### config.mk
export PLATFORM = sky130hd
export DESIGN_NAME = core_padio
export DESIGN_NICKNAME = d
export VERILOG_FILES = /design/src/rtl/core_io_pkg.sv /design/src/rtl/core_pad_shift.sv /design/src/rtl/core_padio.sv
export SDC_FILE = /design/constraint.sdc
export NUM_CORES = 1
export LEC_CHECK = 0
export CORE_AREA = 10 10 73 75
export DETAILED_ROUTE_END_ITERATION = 8
export DIE_AREA = 0 0 83 85
export GPL_TIMING_DRIVEN = 0
export PLACE_DENSITY = 0.77
export SLEW_MARGIN = 30
export SYNTH_ARGS = -nofsm -noshare
export SYNTH_HDL_FRONTEND = slang
export SYNTH_SLANG_ARGS = --single-unit
### constraint.sdc
create_clock -name I_clock -period 2.6 [get_ports I_clock]
set_clock_uncertainty 0.1 [all_clocks]
set_input_delay 0.52 -clock I_clock [delete_from_list [all_inputs] [get_ports I_clock]]
set_output_delay 0.52 -clock I_clock [all_outputs]
set_load 0.05 [all_outputs]
### src/rtl/core_io_pkg.sv
// Shared constants and types for the controller I/O register block.
package core_io_pkg;

  localparam int unsigned ADDR_W  = 16;
  localparam int unsigned DATA_W  = 8;
  localparam int unsigned OUT_W   = 3;
  localparam int unsigned PORTS   = 2;
  localparam int unsigned EXT_W   = 4;
  localparam int unsigned BTN_W   = 8;
  localparam int unsigned OBUS_W  = 3;

  localparam logic [ADDR_W-1:0] ADDR_JOY1 = 16'h4016;
  localparam logic [ADDR_W-1:0] ADDR_JOY2 = 16'h4017;

  // Bit positions of each button within a pad report (serial order A first).
  localparam int unsigned BTN_A      = 0;
  localparam int unsigned BTN_B      = 1;
  localparam int unsigned BTN_SELECT = 2;
  localparam int unsigned BTN_START  = 3;
  localparam int unsigned BTN_UP     = 4;
  localparam int unsigned BTN_DOWN   = 5;
  localparam int unsigned BTN_LEFT   = 6;
  localparam int unsigned BTN_RIGHT  = 7;

  // Standard pad report, bit 0 = A .. bit 7 = Right, 1 = pressed.
  typedef struct packed {
    logic right;
    logic left;
    logic down;
    logic up;
    logic start;
    logic select;
    logic b;
    logic a;
  } pad_buttons_t;

endpackage

### src/rtl/core_pad_shift.sv
// Emulated standard pad: parallel-load while strobe is high, shift out
// one button per read pulse while strobe is low, then report 1 forever.
//   clk, rst_n : clock, async active-low reset (register resets to all ones)
//   strobe     : OUT[0] latch; reloads the buttons every clock while high
//   shift      : one-clock pulse advancing the serial stream
//   buttons    : live button state
//   d0         : current serial bit (bit 0 of the register)
module core_pad_shift
  import core_io_pkg::*;
(
  input  logic         clk,
  input  logic         rst_n,
  input  logic         strobe,
  input  logic         shift,
  input  pad_buttons_t buttons,
  output logic         d0
);

  logic [BTN_W-1:0] shreg;

  // Ones shift in from the top so an exhausted report reads as 1, no wrap.
  always_ff @(posedge clk or negedge rst_n) begin
    if (!rst_n) begin
      shreg <= '1;
    end else if (strobe) begin
      shreg <= BTN_W'(buttons);
    end else if (shift) begin
      shreg <= {1'b1, shreg[BTN_W-1:1]};
    end
  end

  assign d0 = shreg[0];

endmodule

### src/rtl/core_padio.sv
// Responder for the controller registers $4016/$4017 on the core bus.
// Write $4016 latches OUT[2:0]; reads return {open bus, D4..D1, D0} and
// pulse the per-port read strobe. Response is registered one clock after
// the phy2 rising edge and held until the clock after phy2 falls.
//   I_clock, I_reset        : clock, async active-low reset
//   I_addr, I_wr_data,
//   I_rdwr, I_phy2          : core bus request (I_rdwr 1 = read)
//   O_rd_data, O_hit        : read data and bus-claim indication
//   O_out, O_oe             : OUT latch and per-port read strobes
//   I_ser, I_ext            : external serial D0 and D1..D4 lines
//   I_buttons0, I_buttons1  : buttons for the internal pads
module core_padio
  import core_io_pkg::*;
#(
  parameter bit                INTERNAL_PAD = 1'b1,
  parameter logic [OBUS_W-1:0] OPEN_BUS_HI  = 3'b010
) (
  input  logic               I_clock,
  input  logic               I_reset,
  input  logic [ADDR_W-1:0]  I_addr,
  input  logic [DATA_W-1:0]  I_wr_data,
  input  logic               I_rdwr,
  input  logic               I_phy2,
  output logic [DATA_W-1:0]  O_rd_data,
  output logic               O_hit,
  output logic [OUT_W-1:0]   O_out,
  output logic [PORTS-1:0]   O_oe,
  input  logic [PORTS-1:0]   I_ser,
  input  logic [2*EXT_W-1:0] I_ext,
  input  logic [BTN_W-1:0]   I_buttons0,
  input  logic [BTN_W-1:0]   I_buttons1
);

  logic              phy2_q;
  logic              access_edge_c;
  logic              sel_joy1_c;
  logic              sel_joy2_c;
  logic              wr_joy1_c;
  logic              load_next_c;
  logic [PORTS-1:0]  rd_c;
  logic [PORTS-1:0]  shift_c;
  logic [PORTS-1:0]  d0_c;
  logic [EXT_W-1:0]  ext_nib_c;
  logic              d0_sel_c;
  logic [DATA_W-1:0] rd_word_c;

  // Access happens once per bus cycle, on the first clock phy2 is seen high.
  assign access_edge_c = I_phy2 & ~phy2_q;
  assign sel_joy1_c    = (I_addr == ADDR_JOY1);
  assign sel_joy2_c    = (I_addr == ADDR_JOY2);

  // $4017 writes belong to the frame counter, so only $4016 writes land here.
  assign wr_joy1_c   = access_edge_c & ~I_rdwr & sel_joy1_c;
  assign rd_c        = {access_edge_c & I_rdwr & sel_joy2_c,
                        access_edge_c & I_rdwr & sel_joy1_c};
  assign load_next_c = wr_joy1_c & I_wr_data[0];

  // No shift while strobing; a strobe being raised on the same edge wins.
  assign shift_c = rd_c & {PORTS{~O_out[0] & ~load_next_c}};

  generate
    if (INTERNAL_PAD) begin : g_pad
      logic unused_ser;
      assign unused_ser = ^I_ser;

      core_pad_shift u_pad0 (
        .clk     (I_clock),
        .rst_n   (I_reset),
        .strobe  (O_out[0]),
        .shift   (shift_c[0]),
        .buttons (pad_buttons_t'(I_buttons0)),
        .d0      (d0_c[0])
      );

      core_pad_shift u_pad1 (
        .clk     (I_clock),
        .rst_n   (I_reset),
        .strobe  (O_out[0]),
        .shift   (shift_c[1]),
        .buttons (pad_buttons_t'(I_buttons1)),
        .d0      (d0_c[1])
      );
    end else begin : g_ext
      logic unused_pad;
      assign unused_pad = ^{I_buttons0, I_buttons1, shift_c};
      assign d0_c       = I_ser;
    end
  endgenerate

  // Read data mux: port is fixed by the exact address match.
  assign ext_nib_c = sel_joy2_c ? I_ext[2*EXT_W-1:EXT_W] : I_ext[EXT_W-1:0];
  assign d0_sel_c  = sel_joy2_c ? d0_c[1] : d0_c[0];
  assign rd_word_c = {OPEN_BUS_HI, ext_nib_c, d0_sel_c};

  logic unused_wr;
  assign unused_wr = ^I_wr_data[DATA_W-1:OUT_W];

  // Bus response registers; claim set at the access edge, cleared once phy2 is low.
  always_ff @(posedge I_clock or negedge I_reset) begin
    if (!I_reset) begin
      phy2_q    <= 1'b1;
      O_out     <= '0;
      O_hit     <= 1'b0;
      O_oe      <= '0;
      O_rd_data <= '0;
    end else begin
      phy2_q <= I_phy2;
      if (wr_joy1_c) begin
        O_out <= I_wr_data[OUT_W-1:0];
      end
      if (wr_joy1_c || (|rd_c)) begin
        O_hit <= 1'b1;
        O_oe  <= rd_c;
      end else if (!I_phy2) begin
        O_hit <= 1'b0;
        O_oe  <= '0;
      end
      if (|rd_c) begin
        O_rd_data <= rd_word_c;
      end
    end
  end

endmodule

==> flow_results.org <==
** Drt
- Routed wire length per instance :: 16.8 um
- Summed over all layers, the routed wires come to 4.59 mm.
- The count of nets left with antenna violations once routing finished came out at 0.
- For this run, the detailed router's first-pass iteration total came to 4.
- DR DRC count :: 0
- For this block, the via count after detailed routing is 1474.
- In the routed layout, each cell is associated on average with a via count of 5.38.
- After the first detailed-routing iteration, the DRC count stood at 117.

** Logic synthesis
- Sequential element share of the synthesized area :: 47.1%
- Averaged over all synthesized cells, the footprint is 10.1 sq um.
- Yosys printed 0 warnings.
- Netlist area before placement :: 0.00159 sq mm
- Flop and latch count out of synthesis :: 29
- Synthesis produced a netlist whose cell count is 157.
- Synth unique cells :: 31

** Layout
- Once layout is complete, the utilization of the core stands at 59.5%.
- Layout area overhead :: 46.9%
- Summing all multi-input logic gate instances after layout gives 777 sq um.
- The post-route netlist has 21.0% of its cells at a drive strength greater than 1.
- Number of fill cells :: 354
- In the final design database the tool counted 277 nets.
- Register area :: 747 sq um
- Inserted Diodes :: 0

** Place
- At the end of routability-driven placement, the weighted congestion stood at 0.838.
- The count of buffers added on input and output ports is 58.
- Final HPWL from detailed placement :: 3.37 mm

** Timing
- Min Hold Slack :: 159 ps
- Final clock period utilization by the worst path :: 96.1%
- Highest attainable clock frequency :: 400 MHz
- RSZ-0062 raised after global routing :: false
- Slew headroom :: 57.8%
- Max-slew violation count :: 0
- The hold violation count in the final report was 0.
- The worst path in the final design needs a cycle of 2500 ps, including I/O delays and setup.
- Setup violations remaining at the end of the flow were counted as 0.
- At the pin with the least slew margin, the transition time is 634 ps.

** GRT
- The first global-routing pass estimated 7.72 mm of wire.
- Number of antenna violations at the first check in global routing :: 0
- Across every metal layer, demand over resource in global routing totals 13.3%.
- Overflow left after global routing :: 0
- Entering global routing, the biggest net connects 30 pins.
- The number of global-route vias before repair was 1531.

** Setup path
- STA classifies the critical path startpoint as an input pin.
- Data arrival time at the worst-slack endpoint :: 2570 ps
- Among all stages on the critical path, the largest delay is contributed by or4b_1.
- Critical path start-end classification :: in2reg
- Crit path largest cell delay :: 550 ps
- In this run the worst path has a maximum fanout of 7.
- STA classifies the critical path endpoint as a register.
- For the worst setup path, the data required time is 2670 ps.
- Traced cell by cell, the critical path runs through clkdlybuf4s50_1 -> or4b_1 -> or3_1 -> buf_6 -> nor4_4 -> mux2_1.

** Pwr
- For this design the ratio of total power to cell area is 400 mW/mm^2.
- Maximum vdd ir drop :: 0.297 mV
- Leakage power summed over all cells :: 0.962 nW

** Die
- For this configuration, the core starts out at a cell density of 40.5%.
- The floorplan step set the die width to 83 um.
- Placement Rows :: 23
- Die extent in y :: 85 um
- 68 I/O pins were placed.
- Core Area :: 0.00391 sq mm
- Die Area :: 0.00706 sq mm

** Outcome
- Result of the run :: completed

** Clock network
- The clock net in this run drives a total of 29 sinks.
- Clock-pin slew was measured on the worst setup and hold paths at 60 ps.
- Clock tree root buffer cell :: clkbuf_8
- Post-CTS Setup Repair Bufs :: 0
- The number of clock buffers added by TritonCTS is 5.
- The H-tree was split into 2 levels.
- The clock reaches the later pin of the worst-skew pair after 290 ps.
- TritonCTS clock tree :: done
- The longest clock path from root to sink contains 2 buffers.

** Hold path
- In this run the worst hold path is classified as in2async.

** Run
- Across the run, the number of max-cap violations was 0.
-- path summary, 6_finish.rpt --
kind	startpoint	end	slack [ps]	depth (start not counted)
worst max-delay path	I_addr[12]	O_out[2]$_DFFE_PN0N_	100	6
worst min-delay path	I_reset	O_out[2]$_DFFE_PN0N_	160	1
worst max register to register	phy2_q$_DFF_PN1_	O_out[2]$_DFFE_PN0N_	430	5
worst min register to register	g_pad.u_pad0.shreg[4]$_DFFE_PN1P_	g_pad.u_pad0.shreg[4]$_DFFE_PN1P_	390	2
max in group asynchronous	I_reset	O_out[0]$_DFFE_PN0N_	1830	1
min in group I_clock	g_pad.u_pad0.shreg[4]$_DFFE_PN1P_	g_pad.u_pad0.shreg[4]$_DFFE_PN1P_	390	2
-- logic make-up after synthesis --
| family | count (synthesis) | synth area share (%) |
|---|---|---|
| AOI/OAI and AO/OA | 50 | 18.2 |
| and+or+nand+nor | 48 | 20.0 |
| DFF | 29 | 47.1 |
| buffers and inverters | 16 | 5.21 |
| muxes | 13 | 9.23 |
| other | 1 | 0.237 |
-- critical path, delay by kind of cell --
family / cells / cell delay (ps)
buffers and inverters: 2 / 540
muxes: 1 / 350
and+or+nand+nor: 3 / 1150
-- where the power goes --
part | leakage [nW] | internal (W) | switching (W)
registers | 0.343 | 0.000455 | 0.000000410
clock network | 0.0450 | 0.000185 | 0.000177
logic | 0.574 | 0.0000719 | 0.0000414
-- cell usage in the layout, fill, tap and decap left out, types with 2 or more instances in the layout --
| cell | Yosys | layout |
|---|---|---|
| dfrtp_1 | 12 | 12 |
| nand2_1 | 5 | 5 |
| or3_1 | 2 | 2 |
| and3b_1 | 6 | 6 |
| clkdlybuf4s50_1 | 0 | 57 |
| buf_4 | 3 | 3 |
| a21oi_1 | 14 | 14 |
| conb_1 | 1 | 2 |
| nor2b_1 | 15 | 15 |
| nand2b_1 | 2 | 2 |
| clkbuf_1 | 9 | 9 |
| clkbuf_8 | 0 | 5 |
| a41oi_1 | 2 | 2 |
| buf_2 | 3 | 4 |
| o21ai_0 | 16 | 16 |
| mux2_2 | 10 | 10 |
| a31oi_1 | 15 | 15 |
| dfstp_2 | 17 | 17 |
| clkinv_2 | 0 | 2 |
| nand3_1 | 2 | 2 |
| mux2_1 | 3 | 3 |
| and3_1 | 7 | 7 |
-- per-stage QoR --
stage | area, sq um | setup TNS (ps) | worst slack [ps] | std cells | total power [W]
finish | 2330 | 0 | 102 | 274 | 0.000931
global route | 2330 | 0 | 12.7 | 274 | 0.000968
CTS | 2320 | 0 | 47.6 | 274 | 0.000941
detailed placement | 2230 | -5220 | -347 | 266 | 0.000574
global placement | 2230 | -4190 | -307 | 266 | 0.000574
floorplan | 1590 | 0 | 231 | 158 | 0.000490
-- registers in the layout, indices dropped and copies added, names as in the netlist --
register / cells
g_pad.u_pad0.shreg: 8
g_pad.u_pad1.shreg: 8
O_rd_data: 6
O_out: 3
O_oe: 2
O_hit: 1
phy2_q: 1
-- final cells by class --
class	count	share of cell area, %
Timing Repair Buffer	58	24.7
Buffer	16	3.60
Clock inverter	2	0.430
Sequential cell	29	32.1
Multi-Input combinational cell	113	33.4
Clock buffer	6	3.12
Tap cell	50	2.69
-- cell usage after synthesis --
cell type	n	share of area (%)
and3_1	7	2.8
mux2_1	3	2.1
a41oi_1	2	1.1
conb_1	1	0.24
nor2_1	1	0.24
dfstp_2	17	28
a31oi_1	15	5.9
nor3_1	2	0.63
and2_1	1	0.39
nor4_1	1	0.39
nor2b_1	15	5.9
clkbuf_1	9	2.1
buf_2	3	0.95
buf_4	3	1.4
and3b_1	6	3.3
nor4bb_1	1	0.63
a32o_1	1	0.63
dfrtp_1	12	19
a32oi_1	1	0.55
a21o_1	1	0.47
or4b_1	1	0.63
nand2_1	5	1.2
nand4_1	1	0.39
o21ai_0	16	5.1
nor4_4	1	1.3
nand3_1	2	0.63
a21oi_1	14	4.4
nand2b_1	2	0.79
buf_6	1	0.71
or3_1	2	0.79
mux2_2	10	7.1
-- layer usage --
metal  up-vias  wire length (um)  global-route usage (%)
li1        703                 -                       -
met1       703              1950                    15.7
met2        61              2140                    20.2
met3         7               422                    5.93
met4         0                76                    6.50
met5         -                 0                       0
-- repair_timing --
action	4_1_cts	5_1_grt
pin swaps	0	1
setup endpoints to repair	9	12
hold endpoints to repair	0	0
hold buffers	0	0
gates resized for setup	2	3
Note: power is estimated with default switching activity, not from simulation.
